`src/rtl/sqrt_pkg.sv`:
```
// sqrt_pkg: state enum, AU function selects and control-word struct shared by the sqrt_ctrl slice
package sqrt_pkg;
  typedef enum logic [4:0] {
    IDLE   = 5'd0,
    LOAD   = 5'd1,
    ABSA_I = 5'd2,
    ABSA_W = 5'd3,
    ABSB_I = 5'd4,
    ABSB_W = 5'd5,
    MAX_I  = 5'd6,
    MAX_W  = 5'd7,
    MIN_I  = 5'd8,
    MIN_W  = 5'd9,
    SUB_I  = 5'd10,
    SUB_W  = 5'd11,
    ADD_I  = 5'd12,
    ADD_W  = 5'd13,
    FMAX_I = 5'd14,
    FMAX_W = 5'd15,
    DONE   = 5'd16
  } state_t;
  localparam logic [1:0] AU1_ABS_A = 2'b00;
  localparam logic [1:0] AU1_ABS_B = 2'b01;
  localparam logic [1:0] AU1_MAX   = 2'b10;
  localparam logic [1:0] AU1_MIN   = 2'b11;
  localparam logic [1:0] AU2_SUB   = 2'b00;
  localparam logic [1:0] AU2_ADD   = 2'b01;
  localparam logic [1:0] AU2_MAX   = 2'b10;
  typedef struct packed {
    logic       en_R1;
    logic       en_R2;
    logic       en_R3;
    logic       en_R4;
    logic       en_R5;
    logic       b1;
    logic       b6;
    logic [1:0] b2;
    logic [1:0] b3;
    logic [1:0] b4;
    logic [1:0] b5;
    logic [1:0] b7;
    logic [1:0] sel_AU1;
    logic [1:0] sel_AU2;
    logic       Done;
    logic       busy;
  } ctrl_t;
endpackage

```
`src/rtl/sqrt_ctrl_if.sv`:
```
// sqrt_ctrl_if: start/busy handshake plus datapath controls; master=controller, slave=datapath; SQRT_CTRL_ABORT_EN adds abort
interface sqrt_ctrl_if;
  logic start;
`ifdef SQRT_CTRL_ABORT_EN
  logic abort;
`endif
  logic busy;
  logic en_R1, en_R2, en_R3, en_R4, en_R5;
  logic b1, b6;
  logic [1:0] b2, b3, b4, b5, b7;
  logic [1:0] sel_AU1, sel_AU2;
  logic Done;
  modport master(
`ifdef SQRT_CTRL_ABORT_EN
    input abort,
`endif
    input start,
    output busy, en_R1, en_R2, en_R3, en_R4, en_R5, b1, b6, b2, b3, b4, b5, b7, sel_AU1, sel_AU2, Done
  );
  modport slave(
`ifdef SQRT_CTRL_ABORT_EN
    output abort,
`endif
    output start,
    input busy, en_R1, en_R2, en_R3, en_R4, en_R5, b1, b6, b2, b3, b4, b5, b7, sel_AU1, sel_AU2, Done
  );
endinterface

```
`src/rtl/sqrt_ctrl_decode.sv`:
```
// sqrt_ctrl_decode: combinational state -> control word (in: state; out: cw); op pairs share selects, bit 0 of state marks the write-back half
module sqrt_ctrl_decode
  import sqrt_pkg::*;
(
  input  state_t state,
  output ctrl_t  cw
);
  logic wr;
  assign wr = state[0];
  always_comb begin
    cw = '0;
    cw.busy = (state != IDLE) && (state != DONE);
    case (state)
      LOAD: begin
        cw.b3 = 2'b10;
        cw.b4 = 2'b10;
        cw.en_R1 = 1'b1;
        cw.en_R2 = 1'b1;
      end
      ABSA_I, ABSA_W: begin
        cw.b1 = 1'b1;
        cw.sel_AU1 = AU1_ABS_A;
        cw.b3 = {1'b0, wr};
        cw.en_R1 = wr;
      end
      ABSB_I, ABSB_W: begin
        cw.b2 = 2'b01;
        cw.sel_AU1 = AU1_ABS_B;
        cw.b4 = {1'b0, wr};
        cw.en_R2 = wr;
      end
      MAX_I, MAX_W: begin
        cw.b1 = 1'b1;
        cw.b2 = 2'b01;
        cw.sel_AU1 = AU1_MAX;
        cw.b7 = {wr, 1'b0};
        cw.en_R3 = wr;
        cw.en_R4 = wr;
      end
      MIN_I, MIN_W: begin
        cw.b1 = 1'b1;
        cw.b2 = 2'b01;
        cw.sel_AU1 = AU1_MIN;
        cw.en_R5 = wr;
      end
      SUB_I, SUB_W: begin
        cw.b5 = 2'b10;
        cw.sel_AU2 = AU2_SUB;
        cw.b7 = {1'b0, wr};
        cw.en_R3 = wr;
      end
      ADD_I, ADD_W: begin
        cw.b5 = 2'b01;
        cw.sel_AU2 = AU2_ADD;
        cw.b7 = {1'b0, wr};
        cw.en_R3 = wr;
      end
      FMAX_I, FMAX_W: begin
        cw.b5 = 2'b10;
        cw.sel_AU2 = AU2_MAX;
        cw.b7 = {1'b0, wr};
        cw.en_R3 = wr;
      end
      DONE: cw.Done = 1'b1;
      default: ;
    endcase
  end
endmodule

```
`src/rtl/sqrt_ctrl.sv`:
```
// sqrt_ctrl: sqrt(a^2+b^2) sequencing FSM (clk, async active-low rst_n, bus: sqrt_ctrl_if.master); SQRT_CTRL_ABORT_EN adds bus.abort
module sqrt_ctrl
  import sqrt_pkg::*;
(
  input logic clk,
  input logic rst_n,
  sqrt_ctrl_if.master bus
);
  state_t state, nxt;
  ctrl_t cw;
  always_ff @(posedge clk or negedge rst_n)
    if (!rst_n) state <= IDLE;
    else state <= nxt;
  always_comb begin
    nxt = state;
    if (state == IDLE || state == DONE) nxt = bus.start ? LOAD : state;
    else nxt = state_t'(state + 5'd1);
`ifdef SQRT_CTRL_ABORT_EN
    if (bus.abort) nxt = IDLE;
`endif
  end
  sqrt_ctrl_decode u_dec (.state(state), .cw(cw));
  assign bus.busy = cw.busy;
  assign bus.en_R1 = cw.en_R1;
  assign bus.en_R2 = cw.en_R2;
  assign bus.en_R3 = cw.en_R3;
  assign bus.en_R4 = cw.en_R4;
  assign bus.en_R5 = cw.en_R5;
  assign bus.b1 = cw.b1;
  assign bus.b6 = cw.b6;
  assign bus.b2 = cw.b2;
  assign bus.b3 = cw.b3;
  assign bus.b4 = cw.b4;
  assign bus.b5 = cw.b5;
  assign bus.b7 = cw.b7;
  assign bus.sel_AU1 = cw.sel_AU1;
  assign bus.sel_AU2 = cw.sel_AU2;
  assign bus.Done = cw.Done;
endmodule
```
`src/flat_wrapper.sv`:
```
// flat-port wrapper written by rule: the top's interface ports become plain ports
module sqrt_ctrl_flat import sqrt_pkg::*;
  (clk, rst_n, bus_start, bus_busy, bus_en_R1, bus_en_R2, bus_en_R3, bus_en_R4, bus_en_R5, bus_b1, bus_b6, bus_b2, bus_b3, bus_b4, bus_b5, bus_b7, bus_sel_AU1, bus_sel_AU2, bus_Done);
  sqrt_ctrl_if bus_i ();
  input logic clk;
  input logic rst_n;
  input wire logic [$bits(bus_i.start)-1:0] bus_start;
  output wire logic [$bits(bus_i.busy)-1:0] bus_busy;
  output wire logic [$bits(bus_i.en_R1)-1:0] bus_en_R1;
  output wire logic [$bits(bus_i.en_R2)-1:0] bus_en_R2;
  output wire logic [$bits(bus_i.en_R3)-1:0] bus_en_R3;
  output wire logic [$bits(bus_i.en_R4)-1:0] bus_en_R4;
  output wire logic [$bits(bus_i.en_R5)-1:0] bus_en_R5;
  output wire logic [$bits(bus_i.b1)-1:0] bus_b1;
  output wire logic [$bits(bus_i.b6)-1:0] bus_b6;
  output wire logic [$bits(bus_i.b2)-1:0] bus_b2;
  output wire logic [$bits(bus_i.b3)-1:0] bus_b3;
  output wire logic [$bits(bus_i.b4)-1:0] bus_b4;
  output wire logic [$bits(bus_i.b5)-1:0] bus_b5;
  output wire logic [$bits(bus_i.b7)-1:0] bus_b7;
  output wire logic [$bits(bus_i.sel_AU1)-1:0] bus_sel_AU1;
  output wire logic [$bits(bus_i.sel_AU2)-1:0] bus_sel_AU2;
  output wire logic [$bits(bus_i.Done)-1:0] bus_Done;
  assign bus_i.start = bus_start;
  assign bus_busy = bus_i.busy;
  assign bus_en_R1 = bus_i.en_R1;
  assign bus_en_R2 = bus_i.en_R2;
  assign bus_en_R3 = bus_i.en_R3;
  assign bus_en_R4 = bus_i.en_R4;
  assign bus_en_R5 = bus_i.en_R5;
  assign bus_b1 = bus_i.b1;
  assign bus_b6 = bus_i.b6;
  assign bus_b2 = bus_i.b2;
  assign bus_b3 = bus_i.b3;
  assign bus_b4 = bus_i.b4;
  assign bus_b5 = bus_i.b5;
  assign bus_b7 = bus_i.b7;
  assign bus_sel_AU1 = bus_i.sel_AU1;
  assign bus_sel_AU2 = bus_i.sel_AU2;
  assign bus_Done = bus_i.Done;
  sqrt_ctrl u_core (.clk(clk), .rst_n(rst_n), .bus(bus_i));
endmodule
```
`config.mk`:
```
export PLATFORM = sky130hd
export DESIGN_NAME = sqrt_ctrl_flat
export DESIGN_NICKNAME = d
export VERILOG_FILES = /design/src/rtl/sqrt_pkg.sv /design/src/rtl/sqrt_ctrl_if.sv /design/src/rtl/sqrt_ctrl_decode.sv /design/src/rtl/sqrt_ctrl.sv /design/src/flat_wrapper.sv
export SDC_FILE = /design/constraint.sdc
export NUM_CORES = 1
export LEC_CHECK = 0
export CAP_MARGIN = 5
export CORE_MARGIN = 1
export CORE_UTILIZATION = 30
export CTS_BUF_LIST = sky130_fd_sc_hd__clkbuf_8
export DETAILED_ROUTE_END_ITERATION = 10
export GPL_TIMING_DRIVEN = 0
export MAX_ROUTING_LAYER = met4
export PLACE_DENSITY = 0.7
export SLEW_MARGIN = 20
export SYNTH_ARGS = -nofsm -noshare
export SYNTH_HDL_FRONTEND = slang
export SYNTH_SLANG_ARGS = --single-unit
```
`constraint.sdc`:
```
create_clock -name clk -period 3.6 [get_ports clk]
set_input_delay 0.54 -clock clk [delete_from_list [all_inputs] [get_ports clk]]
set_output_delay 0.54 -clock clk [all_outputs]
set_load 0.05 [all_outputs]
```
After elaboration in Yosys (flattened, before gate mapping)
Index checks and enable logic that the tools add are counted.
- logic and storage cells: 51
- bits of input ports: 3
- register bits: 5
- output and inout bits: 23
- eq/ne operators: 18
- reductions and logical operators: 15
- mux-type cells: 16
- $add $sub $neg: 1
- operator list (operator ; number):
    == test 5 x 4 -> 1 bit, second input constant ; 8
    == test 5 x 3 -> 1 bit, second input constant ; 4
    case mux 2 bit (2 select lines) ; 5
    OR reduction 6 bit ; 3
    OR reduction 2 bit ; 6
    == test 5 x 2 -> 1 bit, second input constant ; 2
    2-to-1 mux 5 bit ; 2
    OR reduction 8 bit ; 1
    2-to-1 mux 1 bit ; 6
    case mux 2 bit (3 select lines) ; 1
    adder 5 x 1 -> 5 bit, second input constant ; 1
    == test 5 x 1 -> 1 bit, second input constant ; 1
    == test 5 bit, second input constant ; 1
    zero test 5 bit ; 1
    inequality test 5 bit, second input constant ; 1
    nonzero test 5 bit ; 1
    case mux 1 bit (2 select lines) ; 2
    OR reduction 4 bit ; 1
    inequality test 2 bit, second input constant ; 1
    logical AND 1 bit ; 1
    logical OR 1 bit ; 1

Logic depth before layout (Yosys ltp)
Gate-level depths: netlist (run 1).
- word-level depth: 3
- depth in mapped cells: 6
- mapped depth without buffers: 6

Cells and area by module
A second synthesis (run 1) with hierarchy kept.
- cell total of the unflattened synthesis: 63
- area, all modules: 526.8 um^2
- modules (own cells, without submodules) (module ; seq. area each (um^2) ; instances ; area an instance (um^2) ; cells an instance):
    sqrt_ctrl ; 125.1 ; 1 ; 275.3 ; 23
    sqrt_ctrl_decode ; 0.0 ; 1 ; 251.5 ; 40

Worst setup path after synthesis (run 1)
Ideal clock, no wire load.
- path kind: reg-to-output
- start: register u_core.state[0]
- end: output port bus_b4[0]
- buffers on the path: 0
- arrival: 2.519 ns
- path slack: 0.541 ns
- data required time: 3.060 ns
- cell stages (with the launch flop): 5
- cells stage by stage: dfrtp_1 > inv_1 > ha_1 > nor2_1 > nor4b_1
- longest elaborated chain between the ends: 3
- elaborated cells between the ends (all ways): 5
- those cells by class: 3 x eq/ne; 1 x mux; 1 x reduce/logical
- RTL lines (what ; line ; source):
    from (decl) ; sqrt_ctrl.sv:9 ; state_t state, nxt;
    from (signal assigned) ; sqrt_ctrl.sv:13 ; else state <= nxt;
    == test 5 x 3 -> 1 bit ; sqrt_ctrl_decode.sv:13 ; case (state)
    OR reduction 2 bit ; n/a ;
    case mux 2 bit (2 select lines) * ; sqrt_ctrl_decode.sv:13 ;
    to (decl) ; flat_wrapper.sv:18 ; output wire logic [$bits(bus_i.b4)-1:0] bus_b4;
Mark *: on every way between the ends. The rest lies on a longest branch, timed or not.

Worst setup path after layout (run 1)
- start: register u_core.state[0]
- end: output port bus_b7[1]
- longest elaborated chain between the ends: 3
- elaborated cells between the ends (all ways): 11
- those cells by class: 8 x eq/ne; 1 x mux; 2 x reduce/logical
- RTL lines (what ; line ; source):
    == test 5 x 4 -> 1 bit or == test 5 x 3 -> 1 bit (tied branches) ; sqrt_ctrl_decode.sv:13 ;
    OR reduction 6 bit (no source line) or OR reduction 2 bit (tied branches) ; n/a ;
    case mux 2 bit (2 select lines) * ; sqrt_ctrl_decode.sv:13 ;
    to (decl) ; flat_wrapper.sv:20 ; output wire logic [$bits(bus_i.b7)-1:0] bus_b7;
Marks and branches as above.

==> results.md, run 1 <==
- The kind of cell with the highest combined delay along the critical path is buffers and inverters.
- Across the routed clock network, the largest skew measured is roughly 0.0053 ns.
- Setup violations remaining at the end of the flow were counted as 0.
- After synthesis the netlist holds a flip-flop and latch count of 5.
- After synthesis, flip-flops and latches occupy 23.4% of the total area.
- For this configuration, the core starts out at a cell density of 33.6%.
- Measured against its own limit, the worst slew margin works out to 66.2%.
- The critical path endpoint category is an output pin.
- The mapped netlist covers 536 um2.
- The remaining global-route overflow is 0.
- The setup check on the worst reg-to-reg path leaves a slack of between 1.5 and 2 ns.
- The die is 44.3 um wide.
- The routed wire length on met3 is 117 um.
- The number of nets in the layout is about 110.
- The total negative slack for setup checks is 0 ns.
- For this design, the sink count on the clock tree is 5.
- Ranked by flip-flop count, first place goes to u_core.state.
- Including well taps, the total number of placed cells is 116.
- The final critical path takes up 85.9% of the cycle.
- The largest single stage delay on the critical path is 0.69 ns.
- Across all setup checks in the final design, the least slack found is 0.508 ns.
- On the critical path, the stage with the largest delay is an instance of clkdlybuf4s50_1.
- The number of cells on the worst reg-to-reg path is 6.
- For the pin with the worst max-slew slack, the measured transition is just over 0.5 ns.
- The top layer reached by signal wires is met3.
- Gates resized during post-CTS repair numbered 0.
- The floorplan step set the die height to 44.3 um.
- The number of max-cap violations is 0.
- Before CTS, the worst setup slack after placement is 0.722 ns.
- Wire segments on met2 add up to approximately 570 um in the final route.
- The overall track demand over capacity in global routing is 13.3%.
- The tightest hold margin is 0.534 ns.
- During placement, the flow inserted port buffers numbering 23.
- 26 I/O pins were placed.
- The number of buffers inserted by post-CTS setup repair is 0.
- Entering global routing, the biggest net connects 11 pins.
- Timing would allow up to 0.323 GHz.
- The nature of the critical path startpoint is a flop.
- The worst setup path is of the flop to output pin kind.
- In this run, the number of DRC markers left after iteration 0 of detailed routing was 12.
- The repair_antennas step left the layout with diodes totalling 0.
- The routed design could run at a clock period as short as between 3 and 4 ns.
- The detail route stage leaves a number of antenna-violating nets equal to 0.
- The sum of buffers and inverters on the critical path is 3.
- The floorplan has 14 rows.
- In the routed design, unresolved DRC markers number 0.
- The die covers 0.00196 mm2.
- The number of hold buffers added after CTS was 0.
- Clock-pin slew was measured on the worst setup and hold paths at 0.04 ns.
- The maximum level of the CTS H-tree is 1.
- The endpoint of the most critical register-to-register path is u_core.state[4]$_DFFE_PN0P_.
- The first-pass iteration count of the detailed router is 6.
- TritonCTS built the clock tree.
- The total core area is between 0.0015 and 0.002 mm2.
- The register with the most flip-flops in the layout has 5 of them.
- At the end of routability-driven placement, the weighted congestion stood at slightly above 0.8.
- In the routed layout, each cell is associated on average with a via count of slightly below 5.
- The detail-routed net length per standard cell is about 10 um.
- The post-synthesis cell type count is 28.
- Traced cell by cell, the critical path runs through inv_1, ha_1, or2_2, nand3_1, nor2_1, buf_4, clkdlybuf4s50_1.
- The share of cells above drive strength 1 is 11.5%.
- The class of the most critical hold timing path is input port to asynchronous set/reset pin.
- The detailed placement HPWL is roughly 970 um.
- The mean instance size in the synthesized netlist is 7.88 um2.
- The synthesis-to-finish area growth is 57.7%.
- The first global-routing pass estimated 1.88 mm of wire.
- The synthesized instance count is 68.
- The longest clock path from root to sink contains 2 buffers.
- The total detailed-routing wirelength is ~1.2 mm.
- For the worst setup path, the data required time is 3.06 ns.
- The final-report hold violation count came to 0.
- The run finished with clean final reports.
- The number of antenna violations at the first check in global routing is 0.
- The worst-skew pair later-pin latency is 0.22 ns.
- Setup repair after global routing left no endpoint under its margin.
- In the final layout, the registers with the most flip-flops are u_core.state: 5 flops.
- The library cell used most frequently in the layout, excluding fill and tap cells, is clkdlybuf4s50_1.
- The via count of the first global-routing pass is 458.
- In the layout the commonest cells are clkdlybuf4s50_1 (23), inv_1 (8), nor2_1 (6), a21oi_1 (6).
- Along the worst path, the maximum fanout reaches 9.
- The max-slew violation count was 0.
- For this run, the number of standard cells in the final layout without fillers is 120.
- The routed length on met1 is 557 um.
- The number of warnings issued by yosys is 0.
- The worst path arrival time is 2.55 ns.
- TritonCTS created 3 clock buffers.
- The worst register-to-register path begins at u_core.state[0]$_DFFE_PN0P_.
- Detailed routing inserted a total of 577 vias.
- The buffer cell driving the clock tree root is clkbuf_8.
==> cell type report <==
cell class | instances | area, um2
Inverter | 8 | 30.0
Timing Repair Buffer | 23 | 230
Fill cell | 151 | 749
Buffer | 5 | 41.3
Sequential cell | 5 | 125
Tap cell | 24 | 30.0
Clock inverter | 1 | 3.75
Clock buffer | 3 | 41.3
Multi-Input combinational cell | 51 | 343
==> stage by stage <==
stage | util, % | instance area, um2
floorplan | - | 539
global placement | 50.2 | 800
detailed placement | 50.2 | 800
CTS | 53.0 | 845
global route | 53.0 | 845
finish | 53.0 | 845
==> cell families after synthesis <==
kind of cell	share of synthesized area, %
AOI/OAI and AO/OA	16.8
xor gates and xnor gates	3.27
adders and majority gates	11.7
buffers and inverters	13.3
DFF	23.4
other	0.700
and+or+nand+nor	30.8
==> worst max-delay path by stage <==
stage,from,end,slack [ns],cells past startpoint
final,u_core.state[0]$_DFFE_PN0P_,bus_b7[1],0.51,7
after global routing,u_core.state[0]$_DFFE_PN0P_,bus_b7[1],0.36,7
after CTS,u_core.state[0]$_DFFE_PN0P_,bus_b7[1],0.48,7
after detailed placement,u_core.state[0]$_DFFE_PN0P_,bus_b7[1],0.72,7
after global placement,u_core.state[0]$_DFFE_PN0P_,bus_b7[1],0.74,7
after floorplan,u_core.state[0]$_DFFE_PN0P_,bus_b4[0],0.54,4
==> per-layer routing <==
layer / GRT usage (%) / vias to the layer above
met4: 1.82 / 0
li1: - / 289
met1: 17.0 / 260
met5: - / -
met2: 19.7 / 28
met3: 6.12 / 0
==> Yosys cell counts (all sizes together) <==
library cell | number | area, um2
inv | 8 | 30.0
a21oi | 6 | 30.0
nor2 | 6 | 22.5
buf | 5 | 41.3
dfrtp | 5 | 125
ha | 5 | 62.6
o21ai | 4 | 20.0
and3 | 3 | 18.8
nand2b | 3 | 18.8
nor3 | 3 | 15.0
nand3 | 2 | 10.0
nand3b | 2 | 15.0
o31ai | 2 | 15.0
xnor2 | 2 | 17.5
a31oi | 1 | 6.26
a41o | 1 | 10.0
and4 | 1 | 8.76
conb | 1 | 3.75
nand2 | 1 | 3.75
nor2b | 1 | 6.26
nor3b | 1 | 18.8
nor4 | 1 | 6.26
nor4b | 1 | 8.76
o2bb2ai | 1 | 8.76
or2 | 1 | 6.26
or3 | 1 | 6.26
Power of run 1 is not shown: default switching activity piles up to over one toggle a cycle in this logic, so the estimate is an artifact.
==> run 2, diff against run 1 <==
--- a/config.mk
+++ b/config.mk
@@ -11,7 +11,6 @@
 export CTS_BUF_LIST = sky130_fd_sc_hd__clkbuf_8
 export DETAILED_ROUTE_END_ITERATION = 10
 export GPL_TIMING_DRIVEN = 0
-export MAX_ROUTING_LAYER = met4
 export PLACE_DENSITY = 0.7
 export SLEW_MARGIN = 20
 export SYNTH_ARGS = -nofsm -noshare
==> results.md, run 2 (synthesized netlist as in run 1, its figures left out) <==
- The flow ran to the end, and the final reports show no timing, DRC or antenna violations.
- The met2 capacity usage during global routing is 19.7% (unchanged).
- The placed standard-cell area came to 800 um2 (unchanged).
- The residual antenna-violating net count after detailed routing came to 0 (unchanged).
- The routing usage on met3 was 6.12% (unchanged).
- The total inserted antenna cells was 0 (unchanged).
- The clock tree buffer depth was 2 (unchanged).
- The required time of the worst setup path is 3.06 ns (about the same).
- The total core area is 0.00159 mm2 (unchanged).
- The max-slew headroom at the worst pin is 66.2% (unchanged).
- The worst clock skew is 0.00533 ns (+0.0000000300 ns).
- The total negative slack for setup checks is 0 ns (unchanged).
- The maximum level of the CTS H-tree is 1 (unchanged).
- The number of antenna violations at the first check in global routing was 0 (unchanged).
- The worst-skew pair later-pin latency is 0.22 ns (about the same).
- The routability-driven placement congestion ratio is 0.804 (-1.4%).
- The detailed placement HPWL is 972 um (unchanged).
- The final-report hold violation count was 0 (unchanged).
- In this run the clock root is driven by a clkbuf_8.
- The flip-flop count of the largest register, all copies and words added is 5 (unchanged).
- The met1 demand-to-capacity share in global routing was 17.0% (unchanged).
- The critical path endpoint category is an output pin.
- The number of buffers inserted by hold repair at cts is 0 (unchanged).
- The starting density of the core came to 33.6% (unchanged).
- The TritonCTS clock tree is done.
- The number of max-cap violations is 0 (unchanged).
- The via count of the routed design is 577 (unchanged).
- The maximum fanout along the worst path came to 9 (unchanged).
- The final number of setup-violating endpoints came to 0 (unchanged).
- The total die area is 0.00196 mm2 (unchanged).
- The post-route fraction of the period consumed by the critical path is 85.9% (about the same).
- The most critical setup path has its startpoint at u_core.state[0]$_DFFE_PN0P_.
- The detail-routed net length per standard cell is 10.4 um (about the same).
- The I/O pin total came to 26 (unchanged).
- Setup repair after global routing left no endpoint under its margin.
- The number of placement rows came to 14 (unchanged).
- The maximum number of pins on one net before global-route repair is 11 (unchanged).
- The DRC violation count after routing is 0 (unchanged).
- The worst setup path is of the flop to output pin kind.
- Ranked by flip-flop count, first place goes to u_core.state.
- The class of the most critical hold timing path is input port to asynchronous set/reset pin.
- The tightest hold margin is 0.534 ns (+0.00000900 ns).
- The overall track demand over capacity in global routing is 12.9% (-0.39 points).
- The share of cells above drive strength 1 is 11.5% (unchanged).
- The number of port buffers is 23 (unchanged).
- The startpoint of the most critical register-to-register path is u_core.state[0]$_DFFE_PN0P_.
- The slowest library cell on the worst path is clkdlybuf4s50_1.
- The global routing's busiest layer is met2.
- The nature of the critical path startpoint is a flop.
- The total CTS buffers is 3 (unchanged).
- The slew at the pin with the worst max-slew slack is 0.505 ns (unchanged).
- The max-slew violation count is 0 (unchanged).
- The remaining global-route overflow is 0 (unchanged).
- The global-route wire length before repair is 1.88 mm (unchanged).
- The count of fill cells added during filler insertion is 151 (unchanged).
- The delay of the slowest cell on the worst path is 0.69 ns (about the same).
- The number of violations reported at the end of detailed-routing iteration 0 came to 12 (unchanged).
- The top cell types in the final layout, fill and taps aside, are clkdlybuf4s50_1 (23), inv_1 (8), nor2_1 (6), a21oi_1 (6).
- The via count of the first global-routing pass is 460 (+0.44%).
- The first-pass iteration count of the detailed router is 6 (unchanged).
- The quantity of gates resized following cts is 0 (unchanged).
- The number of sinks handled by clock tree synthesis is 5 (unchanged).
- The ratio of routed vias to standard cells is 4.81 (unchanged).
- The worst path arrival time is 2.55 ns (about the same).
- The synthesis-to-finish area growth is 57.7% (unchanged).
- The chip height was 44.3 um (unchanged).
- The cell area after layout is 845 um2 (unchanged).
- The time the final worst path needs with I/O delays and setup came to 3.09 ns (-0.0000990 ns).
- In the final layout, the registers with the most flip-flops are u_core.state: 5 flops.
- The clock slew seen by the registers of the worst setup and hold paths is 0.04 ns (about the same).
- The critical path goes through inv_1, ha_1, or2_2, nand3_1, nor2_1, buf_4, clkdlybuf4s50_1.
- Leaving out fill and tap cells, the most frequent cell in the layout is clkdlybuf4s50_1.
- The total detailed-routing wirelength was 1.24 mm (about the same).
- The overall die width is 44.3 um (unchanged).
- The number of nets in the layout is 105 (unchanged).
- The number of buffers inserted by post-CTS setup repair is 0 (unchanged).
- The highest clock rate came to 0.323 GHz (about the same).
run 2: area by class of cell:
| cell class | count | area, um2 | area share [%] |
|---|---|---|---|
| multi-input cells | 51 | 343 | 40.6 |
| clock buffers | 3 | 41.3 | 4.89 |
| well taps | 24 | 30.0 | 3.56 |
| flip-flops and latches | 5 | 125 | 14.8 |
| plain buffers | 5 | 41.3 | 4.89 |
| clock inverters | 1 | 3.75 | 0.444 |
| repair buffers | 23 | 230 | 27.3 |
| inverters | 8 | 30.0 | 3.56 |
run 2: metal layers:
layer	vias to the layer above	part of all wire (%)
met5	-	0
met4	0	0
met3	0	9.4
met2	28	45
met1	260	45
li1	289	-
run 2: worst paths after layout:
path	endpoint	slack, ns	cells after the start
worst max-delay path	bus_b7[1]	0.51	7
worst min-delay path	u_core.state[3]$_DFFE_PN0P_	0.53	1
worst max register to register	u_core.state[4]$_DFFE_PN0P_	1.84	6
worst min register to register	u_core.state[3]$_DFFE_PN0P_	0.59	2
max in group asynchronous	u_core.state[1]$_DFFE_PN0P_	2.88	1
min in group clk	u_core.state[3]$_DFFE_PN0P_	0.59	2
run 2: through the flow:
stage | utilization (%) | std cells | worst slack (ns)
CTS | 53.0 | 120 | 0.477
detailed placement | 50.2 | 116 | 0.722
finish | 53.0 | 120 | 0.508
global route | 53.0 | 120 | 0.360
floorplan | - | 69 | 0.541
global placement | 50.2 | 116 | 0.744
run 2: worst max-delay path: cells and delay by family, from the launching register on:
family                   cells  cell delay (ns)
adder cells (fa/ha/maj)      1             0.27
flip-flops                   1             0.48
AND/OR/NAND/NOR              3             0.56
buffers and inverters        3             1.02
Power of run 2 is left out for the same reason.
